## src/rtl/mc_ctrl.sv

```systemverilog
// rtl/mc_ctrl.sv - multi-cycle MIPS main controller (FETCH/DECODE/EXEC/MEM/WB/BR)
module mc_ctrl (
  input  logic       clk,
  input  logic       reset,
  input  logic [5:0] ctrl_Op,
  input  logic [5:0] ctrl_Funct,
  input  logic [4:0] ctrl_Rt,
  input  logic       ctrl_Zero,
  input  logic       ctrl_Isbgez,
  output logic       ctrl_PCWr,
  output logic       ctrl_IRWr,
  output logic       ctrl_RegWr,
  output logic       ctrl_MemWr,
  output logic [2:0] ctrl_ALUOp,
  output logic       ctrl_ALUSrc,
  output logic       ctrl_ExtOp,
  output logic [1:0] ctrl_RegDst,
  output logic [1:0] ctrl_MemtoReg,
  output logic [1:0] ctrl_NPCOp,
  output logic       ctrl_Done
);

  typedef enum logic [2:0] {
    S_FETCH  = 3'd0,
    S_DECODE = 3'd1,
    S_EXEC   = 3'd2,
    S_MEM    = 3'd3,
    S_WB     = 3'd4,
    S_BR     = 3'd5
  } state_t;

  state_t r_state;
  state_t w_next;

  logic w_rtype, w_addu, w_subu, w_jr, w_ori, w_lui, w_lw, w_sw;
  logic w_beq, w_j, w_jal, w_bgez;
  logic [2:0] w_exec_aluop;

  assign w_rtype = (ctrl_Op == 6'b000000);
  assign w_addu  = w_rtype && (ctrl_Funct == 6'b100001);
  assign w_subu  = w_rtype && (ctrl_Funct == 6'b100011);
  assign w_jr    = w_rtype && (ctrl_Funct == 6'b001000);
  assign w_ori   = (ctrl_Op == 6'b001101);
  assign w_lui   = (ctrl_Op == 6'b001111);
  assign w_lw    = (ctrl_Op == 6'b100011);
  assign w_sw    = (ctrl_Op == 6'b101011);
  assign w_beq   = (ctrl_Op == 6'b000100);
  assign w_j     = (ctrl_Op == 6'b000010);
  assign w_jal   = (ctrl_Op == 6'b000011);
  assign w_bgez  = (ctrl_Op == 6'b000001) && (ctrl_Rt == 5'b00001);

  // ALU operation chosen in EXEC; WB re-issues it so the ALU result stays stable.
  always_comb begin
    w_exec_aluop = 3'd0;
    if (w_addu || w_lw || w_sw) w_exec_aluop = 3'd2;
    else if (w_subu)            w_exec_aluop = 3'd3;
    else if (w_ori)             w_exec_aluop = 3'd1;
    else if (w_lui)             w_exec_aluop = 3'd4;
  end

  always_ff @(posedge clk) begin
    if (reset) r_state <= S_FETCH;
    else       r_state <= w_next;
  end

  always_comb begin
    w_next        = S_FETCH;
    ctrl_PCWr     = 1'b0;
    ctrl_IRWr     = 1'b0;
    ctrl_RegWr    = 1'b0;
    ctrl_MemWr    = 1'b0;
    ctrl_ALUOp    = 3'd0;
    ctrl_ALUSrc   = 1'b0;
    ctrl_ExtOp    = 1'b0;
    ctrl_RegDst   = 2'd0;
    ctrl_MemtoReg = 2'd0;
    ctrl_NPCOp    = 2'd0;
    ctrl_Done     = 1'b0;
    case (r_state)
      S_FETCH: begin
        ctrl_IRWr = 1'b1;
        ctrl_PCWr = 1'b1;
        w_next    = S_DECODE;
      end
      S_DECODE: begin
        if (w_addu || w_subu || w_ori || w_lui || w_lw || w_sw) begin
          w_next = S_EXEC;
        end else if (w_beq || w_bgez) begin
          w_next = S_BR;
        end else if (w_jal) begin
          w_next = S_WB;
        end else if (w_j) begin
          ctrl_PCWr  = 1'b1;
          ctrl_NPCOp = 2'd2;
          ctrl_Done  = 1'b1;
        end else if (w_jr) begin
          ctrl_PCWr  = 1'b1;
          ctrl_NPCOp = 2'd3;
          ctrl_Done  = 1'b1;
        end else begin
          ctrl_Done = 1'b1;
        end
      end
      S_EXEC: begin
        ctrl_ALUOp  = w_exec_aluop;
        ctrl_ALUSrc = w_ori || w_lui || w_lw || w_sw;
        ctrl_ExtOp  = w_lw || w_sw;
        w_next      = (w_lw || w_sw) ? S_MEM : S_WB;
      end
      S_MEM: begin
        if (w_sw) begin
          ctrl_MemWr  = 1'b1;
          ctrl_ALUOp  = 3'd2;
          ctrl_ALUSrc = 1'b1;
          ctrl_ExtOp  = 1'b1;
          ctrl_Done   = 1'b1;
        end else if (w_lw) begin
          w_next = S_WB;
        end
      end
      S_WB: begin
        ctrl_RegWr = 1'b1;
        ctrl_Done  = 1'b1;
        ctrl_ALUOp = w_exec_aluop;
        if (w_addu || w_subu) begin
          ctrl_RegDst = 2'd1;
        end else if (w_lw) begin
          ctrl_MemtoReg = 2'd1;
        end else if (w_jal) begin
          ctrl_RegDst   = 2'd2;
          ctrl_MemtoReg = 2'd2;
          ctrl_PCWr     = 1'b1;
          ctrl_NPCOp    = 2'd2;
        end
      end
      S_BR: begin
        ctrl_ALUOp = 3'd3;
        ctrl_ExtOp = 1'b1;
        ctrl_NPCOp = 2'd1;
        ctrl_Done  = 1'b1;
        ctrl_PCWr  = (w_beq && ctrl_Zero) || (w_bgez && ctrl_Isbgez);
      end
      default: w_next = S_FETCH;
    endcase
    // Reset overrides everything so an abandoned instruction issues no writes.
    if (reset) begin
      ctrl_PCWr     = 1'b0;
      ctrl_IRWr     = 1'b0;
      ctrl_RegWr    = 1'b0;
      ctrl_MemWr    = 1'b0;
      ctrl_ALUOp    = 3'd0;
      ctrl_ALUSrc   = 1'b0;
      ctrl_ExtOp    = 1'b0;
      ctrl_RegDst   = 2'd0;
      ctrl_MemtoReg = 2'd0;
      ctrl_NPCOp    = 2'd0;
      ctrl_Done     = 1'b0;
    end
  end

endmodule
```

## config.mk

```make
export PLATFORM = sky130hd
export DESIGN_NAME = mc_ctrl
export DESIGN_NICKNAME = d
export VERILOG_FILES = /design/src/rtl/mc_ctrl.sv
export SDC_FILE = /design/constraint.sdc
export NUM_CORES = 1
export LEC_CHECK = 0
export ABC_CLOCK_PERIOD_IN_PS = 5300
export BUFFER_PORTS_ARGS = -buffer_cell sky130_fd_sc_hd__buf_2
export CORE_UTILIZATION = 46
export DETAILED_ROUTE_END_ITERATION = 10
export PLACE_DENSITY_LB_ADDON = 0.2
export SETUP_SLACK_MARGIN = 0.1
export SYNTH_ARGS = -nofsm -noshare
export SYNTH_HDL_FRONTEND = slang
export SYNTH_SLANG_ARGS = --single-unit
```

## constraint.sdc

```tcl
create_clock -name clk -period 5.3 [get_ports clk]
set_clock_uncertainty 0.15 [all_clocks]
set_input_delay 1.06 -clock clk [delete_from_list [all_inputs] [get_ports clk]]
set_output_delay 1.06 -clock clk [all_outputs]
set_load 0.005 [all_outputs]
```

==> results of run 1 <==
[area by class of cell]
cell class	count	share of cell area
clock buffer	4	0.03153
timing repair buffer	36	0.2162
multi-input combinational	83	0.6351
inverter	5	0.02252
tap	15	0.02252
sequential	3	0.07207
[cells in the final DEF, fill, tap and decap left out, types with 2 or more instances in the layout]
cell / instances
nand3b_1: 3
o21ai_0: 2
clkbuf_4: 3
nor4b_1: 3
a211oi_1: 2
nand3_1: 4
o31ai_1: 2
and3b_1: 2
inv_1: 5
nor4_1: 2
nor3_1: 5
nand2b_1: 6
buf_2: 36
nor2b_1: 2
dfxtp_1: 3
nand2_1: 5
a21oi_1: 5
nand4_1: 4
nor2_1: 15
[worst paths after layout]
kind / startpoint / cells past startpoint / endpoint / slack (ps)
hold reg to reg: r_state[1] / 2 / r_state[2] / 550
setup reg to reg: r_state[0] / 4 / r_state[2] / 3740
setup / recovery: ctrl_Op[4] / 6 / ctrl_NPCOp[1] / 1520
hold / removal: r_state[1] / 2 / r_state[2] / 550
[layer usage]
metal	routed length, um	up-vias	global-route usage	part of all wire
li1	-	446	-	-
met1	862	412	0.3223	0.45
met2	951	36	0.4139	0.50
met3	83	0	0.03409	0.044
met4	0	0	0.1293	0
met5	0	-	0	0
[power by group]
part / switching [mW] / internal, mW / total (mW)
Sequential: 0.00277 / 0.0235 / 0.0263
Combinational: 0.0196 / 0.0143 / 0.0340
Clock: 0.0120 / 0.0282 / 0.0402
[stage by stage]
stage          total power, mW  std cells  hold WS [ps]
2_1_floorplan          0.04663        100         512.1
3_3_place_gp           0.05915        142         551.0
3_5_place_dp           0.06015        142         541.9
4_1_cts                 0.1034        146         551.1
5_1_grt                 0.1089        146         617.6
6_report                0.1004        146         554.5
[tightest hold or removal path: cells and delay by family (launching register included)]
family / cells / cell delay, ps
simple gates: 1 / 150
compound gates: 1 / 90
flops: 1 / 400
[cell families after synthesis]
group                  count (synthesis)
buffers and inverters                 14
flip-flops                             3
AO/OA/AOI/OAI                         25
AND/OR/NAND/NOR                       58
==> run summary, run 1 <==
status - completed
post-synth top area share - 0.09143
Synth Area in Simple Gates - 0.5200
Reg clk slew, reported paths - 40 ps
largest family of logic cells by synthesized area - simple AND/OR/NAND/NOR gates
Mapped Cells - 100
# diodes - 0
XOR/XNOR Fraction of Synth Area - 0
max FFs per register - 3
drt drc - 0
largest net degree at the start of global routing - 15
CTS Sinks - 3
# Post-CTS Setup Buffers - 0
post-route cell area - 833.3 um^2
routed vias/inst - 6.123
Adder-Cell Fraction of Synth Area - 0
post_cts resized - 0
share of layout cells above drive strength 1 - 0.3282
Async SR Flop Fraction - 0
MaxCap Viol Count - 0
Die Y - 39.79 um
WL/cell - 12.99 um
First DRT Iteration DRCs - 19
CP most frequent cell - buf_2
pwr dens - 120.5 nW/um^2
DRT Pass-1 Iters - 4
CTS tree - built
grt ovf - 0
detailed-route via count - 894
slowest CP cell - or3_1
final hold viol count - 0
Worst Path Arrival - 2570 ps
Layout fillers - 130
Placer Congestion - 0.7818
Critical Path Start Type - input pin
cell taking the most area after synthesis - dfxtp_1
CP Class - in -> out
Final period util - 0.7132
Max clock buf depth - 2
first-pass GRT wire length - 2.704 mm
#FFs+latches synth - 3
Leakage - 0.3673 nW
final wirelength - 1.897 mm
Die W - 39.79 um
CP Buf/Inv Count - 2
multi-input logic area - 529.3 um^2
mux cell area share after synthesis - 0
Die ar. - 1583 um^2
CTS Buf Count - 3
Port Buffers - 36
sequential area share after synthesis - 0.09143
Register Area - 60.06 um^2
fmax - 264.6 MHz
Post-CTS Hold Buffers - 0
Cell variety after synth - 42
Post-synth top cells - nor2_1, nand2b_1
Worst Slack Setup Final - 1520 ps
final-stage net count - 153
RSZ-0062 raised after global routing - false
top post-synthesis cells by area - dfxtp_1, nor2_1, nand2b_1
ys flop type - dfxtp_1
Tmin final - 3780 ps
area of the mapped netlist - 656.9 um^2
Largest delay share family, worst path - simple AND/OR/NAND/NOR gates
total global-route track usage - 0.2555
Slew Limit Fails - 0
worst slack, placed - 1531 ps
Worst EP required - 4090 ps
Peak VDD IR - 0.1201 mV
core area - 1318 um^2
Setup TNS - 0 ps
Tightest Hold Check Type - reg -> reg
vias in the first global route - 643
number of synthesized flops with an enable pin - 0
area grow syn2layout - 26.86%
maximum fanout along the worst path - 9
# setup viols final - 0
initial antenna violation count - 0
CP peak stage delay - 480 ps
DP HPWL - 1.443 mm
Avg Synthesized Cell Area - 6.569 um^2
Max H-tree Level - 1
Worst-Margin Slew - 464.6 ps
synthesis warning total - 0
count leader, synth - nor2_1
number of routed nets with antenna violations - 0
most flop-heavy register - r_state
Initial Utilization - 0.4986
CTS Root Cell - clkbuf_4
Relative slew margins - 0.6898
Synth Area in Compound Gates - 0.2857
Crit. End Element - output port
syn nets - 121
worst skew pair latency - 230 ps
dpl cell area - 807.0 um^2
Core Util, Final - 0.6325
CP cell instances - buf_2 -> or3_1 -> or3_4 -> nor4_4 -> o221a_1 -> buf_2
Largest regs - r_state x3
Top Ports - 37
Site Rows - 13
Power figures use the tool's default switching activity.
==> inputs of run 2 (changes only) <==
--- a/config.mk
+++ b/config.mk
@@ -5,9 +5,9 @@
 export SDC_FILE = /design/constraint.sdc
 export NUM_CORES = 1
 export LEC_CHECK = 0
-export ABC_CLOCK_PERIOD_IN_PS = 5300
+export ABC_CLOCK_PERIOD_IN_PS = 3730
 export BUFFER_PORTS_ARGS = -buffer_cell sky130_fd_sc_hd__buf_2
-export CORE_UTILIZATION = 46
+export CORE_UTILIZATION = 43
 export DETAILED_ROUTE_END_ITERATION = 10
 export PLACE_DENSITY_LB_ADDON = 0.2
 export SETUP_SLACK_MARGIN = 0.1
==> constraint.sdc (replaced) <==
create_clock -name clk -period 3.73 [get_ports clk]
set_clock_uncertainty 0.15 [all_clocks]
set_input_delay 0.746 -clock clk [delete_from_list [all_inputs] [get_ports clk]]
set_output_delay 0.746 -clock clk [all_outputs]
set_load 0.005 [all_outputs]
==> run summary, run 2 (synthesized netlist as in run 1, its figures left out) <==
status - completed
# Post-CTS Setup Buffers - 0 (unchanged)
Setup TNS - 0 ps (unchanged)
core area - 1366 um^2 (+3.7%)
Critical Path Start Type - input pin
Largest regs - r_state x3
Die Y - 41.09 um (+3.3%)
CTS tree - built
Tmin final - 3148 ps
Relative slew margins - 0.6847 (-0.005123)
grt ovf - 0 (unchanged)
hold path cells - 2 (unchanged)
final wirelength - 1.903 mm (+0.32%)
DP HPWL - 1.464 mm (+1.5%)
Top Ports - 37 (unchanged)
Worst-Margin Slew - 472.3 ps (+7.675 ps)
maximum fanout along the worst path - 9 (unchanged)
fmax - 317.6 MHz
# setup viols final - 0 (unchanged)
MaxCap Viol Count - 0 (unchanged)
Post-CTS Hold Buffers - 0 (unchanged)
worst reg2reg path depth - 4 (unchanged)
cell count after placement - 142 (unchanged)
post_cts resized - 0 (unchanged)
CTS Sinks - 3 (unchanged)
Hold Crit Start - r_state[1]
CP Class - in -> out
power consumption - 0.1406 mW (+40%)
detailed-route via count - 888 (-0.67%)
first-pass GRT wire length - 2.829 mm (+4.6%)
CTS Root Cell - clkbuf_4
Final period util - 0.8441
endpoint of the worst hold path - r_state[2]
Initial Utilization - 0.4808 (-0.01781)
Die ar. - 1688 um^2 (+6.6%)
Port Buffers - 36 (unchanged)
Reg2Reg Setup Slack - 2170 ps (-1570 ps)
WHS - 559.1 ps (+4.596 ps)
area grow syn2layout - 26.86% (unchanged)
Peak VDD IR - 0.1896 mV (+58%)
CTS Buf Count - 3 (unchanged)
share of layout cells above drive strength 1 - 0.3282 (unchanged)
CP cell instances - buf_2 -> or3_1 -> or3_4 -> nor4_4 -> o221a_1 -> buf_2
slowest CP cell - or3_1
Worst EP required - 2830 ps (-1260 ps)
CP Buf/Inv Count - 2 (unchanged)
Largest delay share family, worst path - simple AND/OR/NAND/NOR gates
commonest cells after routing, fill and taps aside - buf_2, nor2_1, nand2b_1
Tightest Hold Check Type - reg -> reg
final hold viol count - 0 (unchanged)
WL/cell - 13.03 um (+0.32%)
Reg clk slew, reported paths - 40 ps (about the same)
most flop-heavy register - r_state
Max H-tree Level - 1 (unchanged)
DRT Pass-1 Iters - 4 (unchanged)
Crit Reg-Reg Startpoint - r_state[0]
Die W - 41.09 um (+3.3%)
CP peak stage delay - 470 ps (about the same)
Max clock buf depth - 2 (unchanged)
CP most frequent cell - buf_2
Worst Path Arrival - 2250 ps (-320 ps)
Crit. End Element - output port
First DRT Iteration DRCs - 38 (+19)
Site Rows - 13 (unchanged)
reg2reg end - r_state[2]
pwr dens - 168.8 nW/um^2 (+40%)
Layout fillers - 142 (+9.2%)
Placer Congestion - 0.8259 (+5.6%)
Final Non-Filler Cells - 146 (unchanged)
largest net degree at the start of global routing - 15 (unchanged)
most common cell after layout, fill and taps aside - buf_2
RSZ-0062 raised after global routing - false
initial antenna violation count - 0 (unchanged)
# diodes - 0 (unchanged)
worst skew pair latency - 230 ps (about the same)
final-stage net count - 153 (unchanged)
Leakage - 0.3673 nW (unchanged)
vias in the first global route - 690 (+7.3%)
Slew Limit Fails - 0 (unchanged)
max FFs per register - 3 (unchanged)
drt drc - 0 (unchanged)
routed vias/inst - 6.082 (-0.67%)
total global-route track usage - 0.2472 (-0.008327)
number of routed nets with antenna violations - 0 (unchanged)
==> run 2: cell counts in the layout (fill, tap and decap cells not counted) <==
No cell type changed its count.
==> run 2: power breakdown <==
part | switching (mW) | internal, mW | total (mW)
logic | 0.0279 | 0.0204 | 0.0483
registers | 0.00401 | 0.0334 | 0.0374
clock network | 0.0150 | 0.0400 | 0.0549
total | 0.0469 | 0.0937 | 0.141
==> run 2: worst max path at each step <==
stage                     to  depth (start not counted)  startpoint
2_1_floorplan  ctrl_NPCOp[1]                          6  ctrl_Op[4]
3_3_place_gp   ctrl_NPCOp[1]                          6  ctrl_Op[4]
3_5_place_dp   ctrl_NPCOp[1]                          6  ctrl_Op[4]
4_1_cts        ctrl_NPCOp[1]                          6  ctrl_Op[4]
5_1_grt        ctrl_NPCOp[1]                          6  ctrl_Op[4]
6_report       ctrl_NPCOp[1]                          6  ctrl_Op[4]
==> run 2: per-stage QoR <==
step,cell area (um^2),worst slack [ps],util
global placement,807.0,614.5,0.5907
CTS,833.3,587.9,0.6099
floorplan,656.9,748.6,-
detailed placement,807.0,589.4,0.5907
finish,833.3,581.6,0.6099
global route,833.3,464.8,0.6099
==> run 2: area by class of cell <==
cell class | instances | area [um^2] | share of cell area
clock buffer | 4 | 26.28 | 0.03153
timing repair buffer | 36 | 180.2 | 0.2162
inverter | 5 | 18.77 | 0.02252
sequential | 3 | 60.06 | 0.07207
tap | 15 | 18.77 | 0.02252
multi-input combinational | 83 | 529.3 | 0.6351
==> run 2: layer usage <==
layer / vias up / part of all wire / global-route usage
li1: 441 / - / -
met1: 406 / 0.44 / 0.3439
met2: 41 / 0.49 / 0.3672
met3: 0 / 0.069 / 0.03804
met4: 0 / 0 / 0.1083
met5: - / 0 / 0
==> run 2: worst min-delay path, stage by stage (launching register included) <==
cell and delay [ps]:
dfxtp_1 400, nand2_1 160, o32ai_1 90
==> inputs of run 3 (changes only) <==
--- a/config.mk
+++ b/config.mk
@@ -5,7 +5,7 @@
 export SDC_FILE = /design/constraint.sdc
 export NUM_CORES = 1
 export LEC_CHECK = 0
-export ABC_CLOCK_PERIOD_IN_PS = 3730
+export ABC_CLOCK_PERIOD_IN_PS = 3100
 export BUFFER_PORTS_ARGS = -buffer_cell sky130_fd_sc_hd__buf_2
 export CORE_UTILIZATION = 43
 export DETAILED_ROUTE_END_ITERATION = 10
==> constraint.sdc (replaced) <==
create_clock -name clk -period 3.1 [get_ports clk]
set_clock_uncertainty 0.15 [all_clocks]
set_input_delay 0.62 -clock clk [delete_from_list [all_inputs] [get_ports clk]]
set_output_delay 0.62 -clock clk [all_outputs]
set_load 0.005 [all_outputs]
==> run summary, run 3 (synthesized netlist as in run 1, its figures left out) <==
status - completed
initial antenna violation count - 0 (unchanged)
final-stage net count - 153 (unchanged)
Die W - 41.09 um (unchanged)
proportion of power drawn by the clock network - 0.390 (about the same)
core area - 1366 um^2 (unchanged)
pwr dens - 202.3 nW/um^2 (+20%)
Reg clk slew, reported paths - 40 ps (about the same)
drt drc - 0 (unchanged)
# setup viols final - 0 (unchanged)
max FFs per register - 3 (unchanged)
Tmin final - 2835 ps
CTS tree - built
routed vias/inst - 6.062 (-0.34%)
maximum fanout along the worst path - 9 (unchanged)
First DRT Iteration DRCs - 32 (-16%)
Port Buffers - 36 (unchanged)
Worst Path Arrival - 2060 ps (-190 ps)
area grow syn2layout - 27.62%
Critical Path Start Type - input pin
WHS - 557.0 ps (-2.149 ps)
final hold viol count - 0 (unchanged)
endpoint of the worst hold path - r_state[2]
Peak VDD IR - 0.2281 mV (+20%)
Worst-Margin Slew - 490.8 ps (+18.47 ps)
Slew Limit Fails - 0 (unchanged)
Leakage - 0.3688 nW (+0.39%)
Max clock buf depth - 2 (unchanged)
Relative slew margins - 0.6724 (-0.01233)
Tightest Hold Check Type - reg -> reg
Reg2Reg Setup Slack - 1530 ps (-640 ps)
first-pass GRT wire length - 2.829 mm (unchanged)
Worst EP required - 2330 ps (-500 ps)
Placer Congestion - 0.8259 (unchanged)
MaxCap Viol Count - 0 (unchanged)
largest net degree at the start of global routing - 15 (unchanged)
Reg power frac - 0.266 (about the same)
RSZ-0062 raised after global routing - false
Final period util - 0.9144
Top Ports - 37 (unchanged)
commonest cells after routing, fill and taps aside - buf_2, nor2_1, nand2b_1
number of routed nets with antenna violations - 0 (unchanged)
Max H-tree Level - 1 (unchanged)
reg2reg end - r_state[2]
total global-route track usage - 0.2472 (unchanged)
Gate power share - 0.344 (about the same)
Hold Crit Start - r_state[1]
fmax - 352.8 MHz
Crit. End Element - output port
most flop-heavy register - r_state
hold path cells - 2 (unchanged)
final wirelength - 1.871 mm (-1.7%)
Post-CTS Hold Buffers - 0 (unchanged)
CTS Buf Count - 3 (unchanged)
share of layout cells above drive strength 1 - 0.3359 (+0.007634)
DP HPWL - 1.464 mm (unchanged)
Crit Reg-Reg Startpoint - r_state[0]
CTS Root Cell - clkbuf_4
vias in the first global route - 690 (unchanged)
Pint - 0.1132 mW (+21%)
Setup TNS - 0 ps (unchanged)
Site Rows - 13 (unchanged)
Switching Share - 0.3326 (-0.0009982)
worst reg2reg path depth - 4 (unchanged)
Sw Pwr - 0.05641 mW (+20%)
detailed-route via count - 885 (-0.34%)
Initial Utilization - 0.4808 (unchanged)
Die Y - 41.09 um (unchanged)
WL/cell - 12.82 um (-1.7%)
CP Class - in -> out
Largest regs - r_state x3
Die ar. - 1688 um^2 (unchanged)
grt ovf - 0 (unchanged)
worst skew pair latency - 230 ps (about the same)
most common cell after layout, fill and taps aside - buf_2
# diodes - 0 (unchanged)
DRT Pass-1 Iters - 4 (unchanged)
CTS Sinks - 3 (unchanged)
run 3: timing repair:
item,4_1_cts,5_1_grt
setup endpoints to repair,0,1
gates resized for setup,0,1
hold endpoints to repair,0,0
setup buffers,0,0
run 3: per-stage QoR:
step,total power [mW],cell area [um^2],utilization,cells,worst slack [ps]
3_5_place_dp,0.1027,807.0,0.5907,142,211.4
3_3_place_gp,0.1012,807.0,0.5907,142,236.5
5_1_grt,0.1799,838.3,0.6136,146,169.5
2_1_floorplan,0.07972,656.9,-,100,370.6
4_1_cts,0.1715,833.3,0.6099,146,209.9
6_report,0.1696,838.3,0.6136,146,265.4
run 3: worst max-delay path by stage:
stage | startpoint | endpoint | slack (ps) | depth (start not counted)
4_1_cts | ctrl_Op[4] | ctrl_NPCOp[1] | 210 | 6
6_report | ctrl_Op[4] | ctrl_NPCOp[1] | 270 | 6
3_5_place_dp | ctrl_Op[4] | ctrl_NPCOp[1] | 210 | 6
2_1_floorplan | ctrl_Op[4] | ctrl_NPCOp[1] | 370 | 6
5_1_grt | ctrl_Op[4] | ctrl_NPCOp[1] | 170 | 6
3_3_place_gp | ctrl_Op[4] | ctrl_NPCOp[1] | 240 | 6
run 3: cell type report:
| cell class | instances | area, um^2 |
|---|---|---|
| Sequential cell | 3 | 60.06 |
| Fill cell | 141 | 528.0 |
| Clock buffer | 4 | 26.28 |
| Tap cell | 15 | 18.77 |
| Inverter | 5 | 18.77 |
| Timing Repair Buffer | 36 | 180.2 |
| Multi-Input combinational cell | 83 | 534.3 |
run 3: routing by layer:
| layer | part of all wire | GRT usage | up-vias |
|---|---|---|---|
| met4 | 0 | 0.1083 | 0 |
| met3 | 0.077 | 0.03804 | 0 |
| met5 | 0 | 0 | - |
| met1 | 0.43 | 0.3439 | 392 |
| met2 | 0.49 | 0.3672 | 48 |
| li1 | - | - | 445 |
run 3: power by group through the flow:
| stage | Sequential [mW] | Clock (mW) | Combinational [mW] |
|---|---|---|---|
| after global placement | 0.0453 | 0 | 0.0559 |
| after floorplan | 0.0418 | 0 | 0.0379 |
| after detailed placement | 0.0455 | 0 | 0.0572 |
| final | 0.0451 | 0.0661 | 0.0584 |
| after global routing | 0.0454 | 0.0700 | 0.0645 |
| after CTS | 0.0449 | 0.0692 | 0.0574 |
run 3: worst max-delay path: stages:
cell     delay [ps]
buf_2           150
or3_4           430
or3_4           390
nor4_4          160
o221a_1         210
buf_2           100
